### src/rtl/cpu_pkg.sv
// Shared CPU-side constants: bus widths and the memory-port arbiter state encoding.
package cpu_pkg;

  localparam int ADDR_W = 32;
  localparam int DATA_W = 32;

  typedef logic [2:0] arb_state_t;

  localparam logic [2:0] ST_IDLE   = 3'd0;
  localparam logic [2:0] ST_GNT_I  = 3'd1;
  localparam logic [2:0] ST_GNT_D  = 3'd2;
  localparam logic [2:0] ST_RESP_I = 3'd3;
  localparam logic [2:0] ST_RESP_D = 3'd4;

endpackage

### src/rtl/mem_port_arbiter.sv
// Shares one memory port between instruction fetch and the data stage; data wins
// collisions until fetch has waited STARVE_MAX grants, and hung accesses time out.
module mem_port_arbiter
  import cpu_pkg::*;
#(
  parameter int STARVE_MAX = 4,
  parameter int TIMEOUT    = 1023
) (
  input  logic                          clk_i,
  input  logic                          rst_i,
  input  logic                          if_req_i,
  input  logic [ADDR_W-1:0]             if_addr_i,
  output logic                          if_ack_o,
  output logic [DATA_W-1:0]             if_rdata_o,
  input  logic                          dm_req_i,
  input  logic                          dm_we_i,
  input  logic [ADDR_W-1:0]             dm_addr_i,
  input  logic [DATA_W-1:0]             dm_wdata_i,
  output logic                          dm_ack_o,
  output logic [DATA_W-1:0]             dm_rdata_o,
  output logic                          mem_req_o,
  output logic                          mem_we_o,
  output logic [ADDR_W-1:0]             mem_addr_o,
  output logic [DATA_W-1:0]             mem_wdata_o,
  input  logic [DATA_W-1:0]             mem_rdata_i,
  input  logic                          mem_ack_i,
  output logic                          stall_o,
  output logic                          err_o,
  output logic [2:0]                    dbg_state_o,
  output logic [$clog2(STARVE_MAX+1)-1:0] dbg_starve_o
);

  // Handshake: each requester holds req and its fields until it sees its ack pulse;
  // the command is captured once at grant, so later changes never reach memory.
  localparam int SW = $clog2(STARVE_MAX + 1);
  localparam int TW = $clog2(TIMEOUT + 1);
  localparam logic [SW-1:0] STARVE_LIM = SW'(STARVE_MAX);
  localparam logic [TW-1:0] TMO_LAST   = TW'(TIMEOUT - 1);

  arb_state_t        state_q, state_d;
  logic [SW-1:0]     starve_q, starve_d;
  logic [TW-1:0]     tmo_q, tmo_d;
  logic              err_q, err_d;
  logic              mem_req_q, mem_req_d;
  logic              mem_we_q, mem_we_d;
  logic [ADDR_W-1:0] mem_addr_q, mem_addr_d;
  logic [DATA_W-1:0] mem_wdata_q, mem_wdata_d;
  logic              if_ack_q, if_ack_d;
  logic              dm_ack_q, dm_ack_d;
  logic [DATA_W-1:0] if_rdata_q, if_rdata_d;
  logic [DATA_W-1:0] dm_rdata_q, dm_rdata_d;

  logic data_wins;
  logic gnt_data;
  logic dm_is_load;

  // Fetch only overrides data once it has been passed over STARVE_MAX times.
  assign data_wins  = dm_req_i && !(if_req_i && (starve_q == STARVE_LIM));
  assign gnt_data   = (state_q == ST_GNT_D);
  assign dm_is_load = !mem_we_q;

  always_comb begin
    state_d     = state_q;
    starve_d    = starve_q;
    tmo_d       = tmo_q;
    err_d       = err_q;
    mem_req_d   = mem_req_q;
    mem_we_d    = mem_we_q;
    mem_addr_d  = mem_addr_q;
    mem_wdata_d = mem_wdata_q;
    if_ack_d    = 1'b0;
    dm_ack_d    = 1'b0;
    if_rdata_d  = if_rdata_q;
    dm_rdata_d  = dm_rdata_q;

    case (state_q)
      ST_IDLE: begin
        tmo_d = '0;
        if (data_wins) begin
          state_d     = ST_GNT_D;
          mem_req_d   = 1'b1;
          mem_we_d    = dm_we_i;
          mem_addr_d  = dm_addr_i;
          mem_wdata_d = dm_wdata_i;
          if (if_req_i && (starve_q != STARVE_LIM)) begin
            starve_d = starve_q + SW'(1);
          end
        end else if (if_req_i) begin
          state_d     = ST_GNT_I;
          mem_req_d   = 1'b1;
          mem_we_d    = 1'b0;
          mem_addr_d  = if_addr_i;
          mem_wdata_d = '0;
          starve_d    = '0;
        end
      end

      ST_GNT_I, ST_GNT_D: begin
        if (mem_ack_i || (tmo_q == TMO_LAST)) begin
          state_d   = gnt_data ? ST_RESP_D : ST_RESP_I;
          mem_req_d = 1'b0;
          mem_we_d  = 1'b0;
          if (!mem_ack_i) begin
            err_d = 1'b1;
          end
          // A timed-out access returns zero; stores never touch load data.
          if (gnt_data) begin
            dm_ack_d = 1'b1;
            if (dm_is_load) begin
              dm_rdata_d = mem_ack_i ? mem_rdata_i : '0;
            end
          end else begin
            if_ack_d   = 1'b1;
            if_rdata_d = mem_ack_i ? mem_rdata_i : '0;
          end
        end else begin
          tmo_d = tmo_q + TW'(1);
        end
      end

      ST_RESP_I, ST_RESP_D: begin
        state_d = ST_IDLE;
      end

      default: begin
        state_d = ST_IDLE;
      end
    endcase
  end

  always_ff @(posedge clk_i or negedge rst_i) begin
    if (!rst_i) begin
      state_q     <= ST_IDLE;
      starve_q    <= '0;
      tmo_q       <= '0;
      err_q       <= 1'b0;
      mem_req_q   <= 1'b0;
      mem_we_q    <= 1'b0;
      mem_addr_q  <= '0;
      mem_wdata_q <= '0;
      if_ack_q    <= 1'b0;
      dm_ack_q    <= 1'b0;
      if_rdata_q  <= '0;
      dm_rdata_q  <= '0;
    end else begin
      state_q     <= state_d;
      starve_q    <= starve_d;
      tmo_q       <= tmo_d;
      err_q       <= err_d;
      mem_req_q   <= mem_req_d;
      mem_we_q    <= mem_we_d;
      mem_addr_q  <= mem_addr_d;
      mem_wdata_q <= mem_wdata_d;
      if_ack_q    <= if_ack_d;
      dm_ack_q    <= dm_ack_d;
      if_rdata_q  <= if_rdata_d;
      dm_rdata_q  <= dm_rdata_d;
    end
  end

  assign if_ack_o     = if_ack_q;
  assign if_rdata_o   = if_rdata_q;
  assign dm_ack_o     = dm_ack_q;
  assign dm_rdata_o   = dm_rdata_q;
  assign mem_req_o    = mem_req_q;
  assign mem_we_o     = mem_we_q;
  assign mem_addr_o   = mem_addr_q;
  assign mem_wdata_o  = mem_wdata_q;
  assign err_o        = err_q;
  assign stall_o      = (if_req_i & ~if_ack_q) | (dm_req_i & ~dm_ack_q);
  assign dbg_state_o  = state_q;
  assign dbg_starve_o = starve_q;

endmodule

### config.mk
export PLATFORM = sky130hd
export DESIGN_NAME = mem_port_arbiter
export DESIGN_NICKNAME = d
export VERILOG_FILES = /design/src/rtl/cpu_pkg.sv /design/src/rtl/mem_port_arbiter.sv
export SDC_FILE = /design/constraint.sdc
export NUM_CORES = 1
export LEC_CHECK = 0
export ABC_AREA = 1
export BUFFER_PORTS_ARGS = -buffer_cell sky130_fd_sc_hd__buf_2
export CORE_ASPECT_RATIO = 1.75
export CORE_MARGIN = 4
export CORE_UTILIZATION = 35
export DETAILED_ROUTE_END_ITERATION = 8
export PLACE_DENSITY_LB_ADDON = 0.12
export SKIP_LAST_GASP = 1
export SYNTH_ARGS = -nofsm -noshare
export SYNTH_HDL_FRONTEND = slang
export SYNTH_SLANG_ARGS = --single-unit
export TNS_END_PERCENT = 5
### constraint.sdc
create_clock -name clk_i -period 2 [get_ports clk_i]
set_input_delay 0.4 -clock clk_i [delete_from_list [all_inputs] [get_ports clk_i]]
set_output_delay 0.4 -clock clk_i [all_outputs]
set_load 0.01 [all_outputs]
==> flow_summary_export.csv, run 1 <==
group,metric,value,unit
outcome,status,"complete, no violations",
critical_path,crit_start,"dbg_starve_o[0]",
global_routing,grt_max_degree,65,
die,coreArea,17460,µm²
clock_tree,clkSinkCount,149,
timing,period_needed,1.646,ns
yosys,synth_nets,784,
critical_path,crit_path_end_kind,"flip-flop",
route,drc_errors,0,
critical_path,reg2reg_slack,0.35,ns
yosys,syn_avg_cell_area,9.640,µm²
power,powerDensity,1600,nW/µm²
timing,skew,0.008489,ns
global_routing,grt_overflow,0,
yosys,ys_dominant_reg_cell,"dfrtp_1",
yosys,synth-edff-count,0,
route,num_vias,5445,
timing,final.setup.tns,0,ns
placement,gp_congestion,0.7978,
global_routing,gr-usage-met2,33.14,%
route,antenna_left,0,
critical_path,rr_worst_depth,8,
power,p_clk_share,22.3,%
global_routing,grt_first_pass_wirelength,28.19,mm
timing,worst_pin_slew,0.4369,ns
timing,fmaxAchievable,607.7,MHz
timing,rsz0062_at_grt,"false",
placement,portBuffers,273,
power,power_frac_comb,40.2,%
placement,dp_cells,1130,
worst_hold_path,hp-class,"input pin to flip-flop",
global_routing,grt.busiest_layer,"met2",
placement,post-dp-hpwl,13.59,mm
global_routing,grtUsageTotal,18.35,%
route,wl,18.45,mm
power,p_int,8.304,mW
clock_tree,cts_buffers,17,
yosys,yosysWarningCount,0,
timing,slew_viol_final,0,
route,drt_iter0_drc,159,
power,fin_total_pwr,13.53,mW
worst_hold_path,hold_depth,2,
power,leakage,4.482,nW
yosys,yosysMostFrequentCell,"nand2_1",
die,die_area,20070,µm²
clock_tree,h-tree-depth,4,
critical_path,cp_max_fo,35,
placement,pre_cts_ws,0.3446,ns
die,start_util,35.67,%
route,drt_first_pass_iters,4,
clock_tree,clk_latency,0.42,ns
layout,drive_above_1_share,37.92,%
global_routing,grt_use_met3,4.942,%
power,switching_power,5.228,mW
timing,hold_viol,0,
run,cap_violations,0,
power,switching_share,38.63,%
critical_path,r2r-start,"dbg_starve_o[0]",
clock_tree,clk_pin_slew,0.06,ns
critical_path,r2r_end,"mem_addr_o[27]",
die,std_cell_rows,64,
layout,fillers,1753,
yosys,seq_area_frac_synth,59.88,%
route,viasPerCell,4.682,
route,wire_per_inst,15.86,µm
yosys,async_flop_share,100.0,%
critical_path,required,2.33,ns
power,ir_worst_vdd,0.0005776,V
timing,fin_crit_sh,82.28,%
timing,relSlewSlack,70.87,%
yosys,ys_top_cells_by_count,"171 x nand2_1, 149 x dfrtp_1, 71 x o21ai_0",
yosys,synthTopCellsByArea,"dfrtp_1 60%, nand2_1 10%, o21ai_0 5.7%",
yosys,syn-instance-count,646,
die,io_pins,274,
die,die_height,184.5,µm
critical_path,cp-start-kind,"flip-flop",
global_routing,grtUsageMet1,19.39,%
die,die_w,108.8,µm
worst_hold_path,min_from,"dm_wdata_i[31]",
global_routing,grt_pass1_vias,5393,
clock_tree,root_buffer,"clkbuf_16",
yosys,ys_ff_latch,149,
critical_path,crit_arrival,1.98,ns
yosys,synthDominantCellAreaShare,59.88,%
clock_tree,cts_tree,"yes",
timing,whs,0.2083,ns
critical_path,critPathCapture,"mem_addr_o[27]",
yosys,netlist_area,6227,µm²
timing,setup_ws,0.3544,ns
critical_path,path_class,"flip-flop to flip-flop",
yosys,yosysTopAreaCell,"dfrtp_1",
clock_tree,clock_path_buffers,2,
power,p_seq_share,37.6,%
layout,stdcell_count,1163,
timing,finalSetupViolations,0,
yosys,synth.distinct_cells,26,
global_routing,antenna_found_initial,1,
layout,nNetsFinal,1057,
layout,synthToLayoutAreaGrowth,35.82,%
## layout by cell type, fill, tap and decap left out, types with 3 or more instances in the layout
cell type,n
o21ai_2,23
xor2_1,3
a22o_1,32
nand2_1,170
nand3_1,24
buf_12,6
o21ai_1,43
buf_2,272
inv_1,20
nand2_2,3
ha_1,4
o21ai_0,71
nor2_1,48
clkinvlp_4,5
clkbuf_16,17
buf_4,12
dfrtp_1,149
nand3_2,3
## through the flow
step           area, µm²  util (%)
3_5_place_dp        7895     45.23
6_report            8458     48.45
3_3_place_gp        7895     45.23
2_1_floorplan       6227         -
5_1_grt             8458     48.45
4_1_cts             8456     48.44
## power by group through the flow
stage / Combinational (mW) / Sequential, mW / Clock [mW]
CTS: 5.56 / 5.09 / 3.12
detailed placement: 5.55 / 5.12 / 0
finish: 5.44 / 5.08 / 3.01
global placement: 5.53 / 5.11 / 0
global route: 6.04 / 5.25 / 3.23
floorplan: 2.44 / 5.75 / 0
## worst max-delay path, stage by stage, from the launching register on
cell,delay [ns]
dfrtp_1,0.39
inv_1,0.08
ha_1,0.20
nand3_1,0.08
nand2_1,0.12
inv_1,0.07
buf_4,0.31
o21ai_0,0.14
o21ai_0,0.16
## final cells by class
| cell class | instances | area (µm²) | area share, % |
|---|---|---|---|
| Inverter | 21 | 78.83 | 0.9320 |
| Clock buffer | 20 | 446.7 | 5.281 |
| Multi-Input combinational cell | 438 | 2216 | 26.20 |
| Antenna cell | 1 | 2.502 | 0.02959 |
| Timing Repair Buffer | 292 | 1593 | 18.83 |
| Tap cell | 231 | 289.0 | 3.417 |
| Sequential cell | 149 | 3729 | 44.08 |
| Clock inverter | 11 | 103.9 | 1.228 |
## how the worst min path moves through the flow
stage | slack [ns] | endpoint
after detailed placement | 0.36 | dbg_state_o[1]
after floorplan | 0.10 | dbg_starve_o[0]
final | 0.21 | mem_wdata_o[31]
after CTS | 0.18 | mem_wdata_o[31]
after global placement | 0.36 | dbg_state_o[1]
after global routing | 0.19 | mem_wdata_o[31]
## registers in the layout, indices dropped and copies added (netlist names)
| name | count |
|---|---|
| err_o | 1 |
| tmo_q | 10 |
| dbg_state_o | 3 |
| mem_req_o | 1 |
| mem_addr_o | 32 |
| if_ack_o | 1 |
| dm_ack_o | 1 |
| mem_we_o | 1 |
| dm_rdata_o | 32 |
| mem_wdata_o | 32 |
| dbg_starve_o | 3 |
| if_rdata_o | 32 |
## repair_timing
action	4_1_cts	5_1_grt
gates resized for setup	0	0
setup buffers	0	0
endpoints found under the setup margin	0	0
hold endpoints to repair	38	0
hold buffers	1	0
## logic make-up (layout without fill, tap and decap cells)
kind of cell | Yosys count | in the layout | synth area share, %
buffers and inverters | 59 | 344 | 4.621
DFF | 149 | 149 | 59.88
other | 0 | 1 | 0
and+or+nand+nor | 254 | 254 | 16.34
xor gates and xnor gates | 5 | 5 | 0.7034
adders and majority gates | 4 | 4 | 0.8037
AOI/OAI and AO/OA | 175 | 175 | 17.66
## routing by layer
layer | up-vias | wire (µm) | part of all wire [%]
met5 | - | 0 | 0
met4 | 0 | 653 | 3.5
met3 | 40 | 1316 | 7.1
met2 | 202 | 9818 | 53
met1 | 2501 | 6659 | 36
li1 | 2702 | - | -
Power figures use the tool's default switching activity.
==> run 2: changes to the inputs <==
Clock period 2 ns to 1.5 ns, I/O delays scaled along.
==> run 2 against run 1 <==
Compared with the run above:
- the flow now finishes with violations (negative setup slack)
- register-to-register slack worse by 0.39 ns
- final cell count is 2.8% higher
- routed wire length increased by 5.5%
- setup slack worse by 0.39 ns
- combinational power grew 47%
- global-route usage increased by 1.0 points
- via count increased by 2.2%
- utilization grew 2.6 points
- die area stayed put
- maximum frequency up 7.3%
- worst hold slack lost 0.093 ns
- highest routed layer unchanged
==> flow_summary_export.csv, run 2 (synthesis gave the netlist of run 1 again) <==
group,metric,value,unit
critical_path,max_stage_delay,0.38,ns
critical_path,cp_max_fo,16,
timing,skew,0.01618,ns
outcome,status,"finished, violations left",
placement,post-dp-hpwl,14.11,mm
timing,rsz0062_at_grt,"true",
layout,final_cell_mix,"272 x buf_2, 167 x nand2_1, 149 x dfrtp_1, 67 x o21ai_0, 47 x nor2_1",
die,die_height,184.5,µm
global_routing,grtUsageMet1,21.71,%
critical_path,crit_arrival,1.85,ns
global_routing,gr-usage-met2,35.08,%
critical_path,cp_top_family,"simple AND/OR/NAND/NOR gates",
layout,nNetsFinal,1090,
timing,worst_pin_slew,0.3841,ns
layout,n_antenna_cell,0,
critical_path,timing.critical_path.buf_inv,2,
timing,slew_viol_final,0,
critical_path,cp_cell_sequence,"inv_1, ha_1, nand2_1, nor2_2, nand3_2, nand2_2, nand2_4, bufbuf_16, nand2_1, o21ai_1",
timing,relSlewSlack,74.39,%
route,wl,19.46,mm
layout,stdcell_count,1196,
die,die_area,20070,µm²
global_routing,antenna_found_initial,0,
clock_tree,cts_tree,"yes",
die,coreArea,17460,µm²
route,drt_iter0_drc,217,
timing,finalSetupViolations,28,
global_routing,grtUsageTotal,19.40,%
clock_tree,cts_buffers,17,
layout,seqCellArea,3729,µm²
worst_hold_path,hp-class,"input pin to flip-flop",
global_routing,grt_first_pass_wirelength,29.99,mm
clock_tree,root_buffer,"clkbuf_16",
layout,fillers,1751,
placement,gp_congestion,0.8064,
layout,multi_input_area,2251,µm²
die,start_util,35.67,%
layout,utilization,51.09,%
global_routing,grt_pass1_vias,5783,
critical_path,cp-start-kind,"flip-flop",
route,drt_first_pass_iters,4,
critical_path,path_class,"flip-flop to flip-flop",
placement,dp_cells,1158,
layout,final_common_cell,"buf_2",
clock_tree,clk_pin_slew,0.07,ns
timing,period_needed,1.534,ns
critical_path,crit_slowest_cell,"dfrtp_1",
power,leakage,4.744,nW
route,drc_errors,0,
placement,portBuffers,273,
timing,setup_ws,-0.03393,ns
clock_tree,clkSinkCount,149,
timing,fin_crit_sh,102.3,%
clock_tree,clk_latency,0.42,ns
critical_path,cpMostUsedCell,"nand2_1",
layout,synthToLayoutAreaGrowth,43.22,%
timing,fmaxAchievable,651.9,MHz
layout,drive_above_1_share,41.24,%
critical_path,required,1.81,ns
die,die_w,108.8,µm
die,std_cell_rows,64,
global_routing,grt_overflow,0,
die,io_pins,274,
route,viasPerCell,4.652,
global_routing,grt.busiest_layer,"met2",
run,cap_violations,0,
route,antenna_left,0,
timing,hold_viol,0,
power,ir_worst_vdd,0.001099,V
critical_path,crit_path_end_kind,"flip-flop",
clock_tree,clock_path_buffers,2,
route,wire_per_inst,16.27,µm
global_routing,grt_max_degree,66,
power,powerDensity,2141,nW/µm²
route,num_vias,5564,
clock_tree,h-tree-depth,4,
global_routing,grt_use_met3,4.627,%
outcome,violations,"negative setup slack",
## run 2: per-stage QoR
stage,power [mW],worst slack [ns],cell area [µm²],setup TNS [ns],hold slack (ns)
final,19.10,-0.03393,8919,-0.3490,0.1152
after global routing,20.55,-0.1487,8919,-9.804,0.09213
after CTS,19.18,-0.06909,8853,-1.675,0.09887
after detailed placement,14.61,-0.1197,8193,-3.285,0.2147
after global placement,14.58,-0.06469,8193,-1.302,0.2138
after floorplan,10.91,-0.03781,6227,-2.005,0.004409
## run 2: routing by layer
metal	part of all wire, %	routed length, µm
met5	0	0
met4	2.7	519
met3	6.0	1171
met2	54	10480
met1	37	7290
## run 2: final timing paths
path,from,to,slack (ns),cells after the start
max,tmo_q[0],if_rdata_o[22],-0.03,10
min,dm_wdata_i[29],mem_wdata_o[29],0.12,2
max reg2reg,tmo_q[0],if_rdata_o[22],-0.03,10
min reg2reg,if_rdata_o[10],if_rdata_o[10],0.48,2
max in group asynchronous,rst_i,mem_addr_o[1],0.62,3
min in group asynchronous,rst_i,mem_addr_o[25],0.34,2
## run 2: final cells by class
| type | count | share of cell area (%) |
|---|---|---|
| tap | 231 | 3.241 |
| timing repair buffer | 325 | 22.18 |
| clock inverter | 14 | 1.838 |
| sequential | 149 | 41.81 |
| multi-input combinational | 438 | 25.24 |
| inverter | 21 | 0.8838 |
| clock buffer | 18 | 4.812 |
## run 2: what timing repair did
item	in CTS	in global routing
hold buffers	1	0
setup buffers	2	0
cloned	1	2
gates resized for setup	4	13
pin swaps	3	2
endpoints found under the setup margin	87	143
endpoints found under the hold margin	22	0
## run 2: where the power goes
part	internal, mW	switching (mW)
clock	2.51	1.84
sequential	5.83	0.938
combinational	3.42	4.57
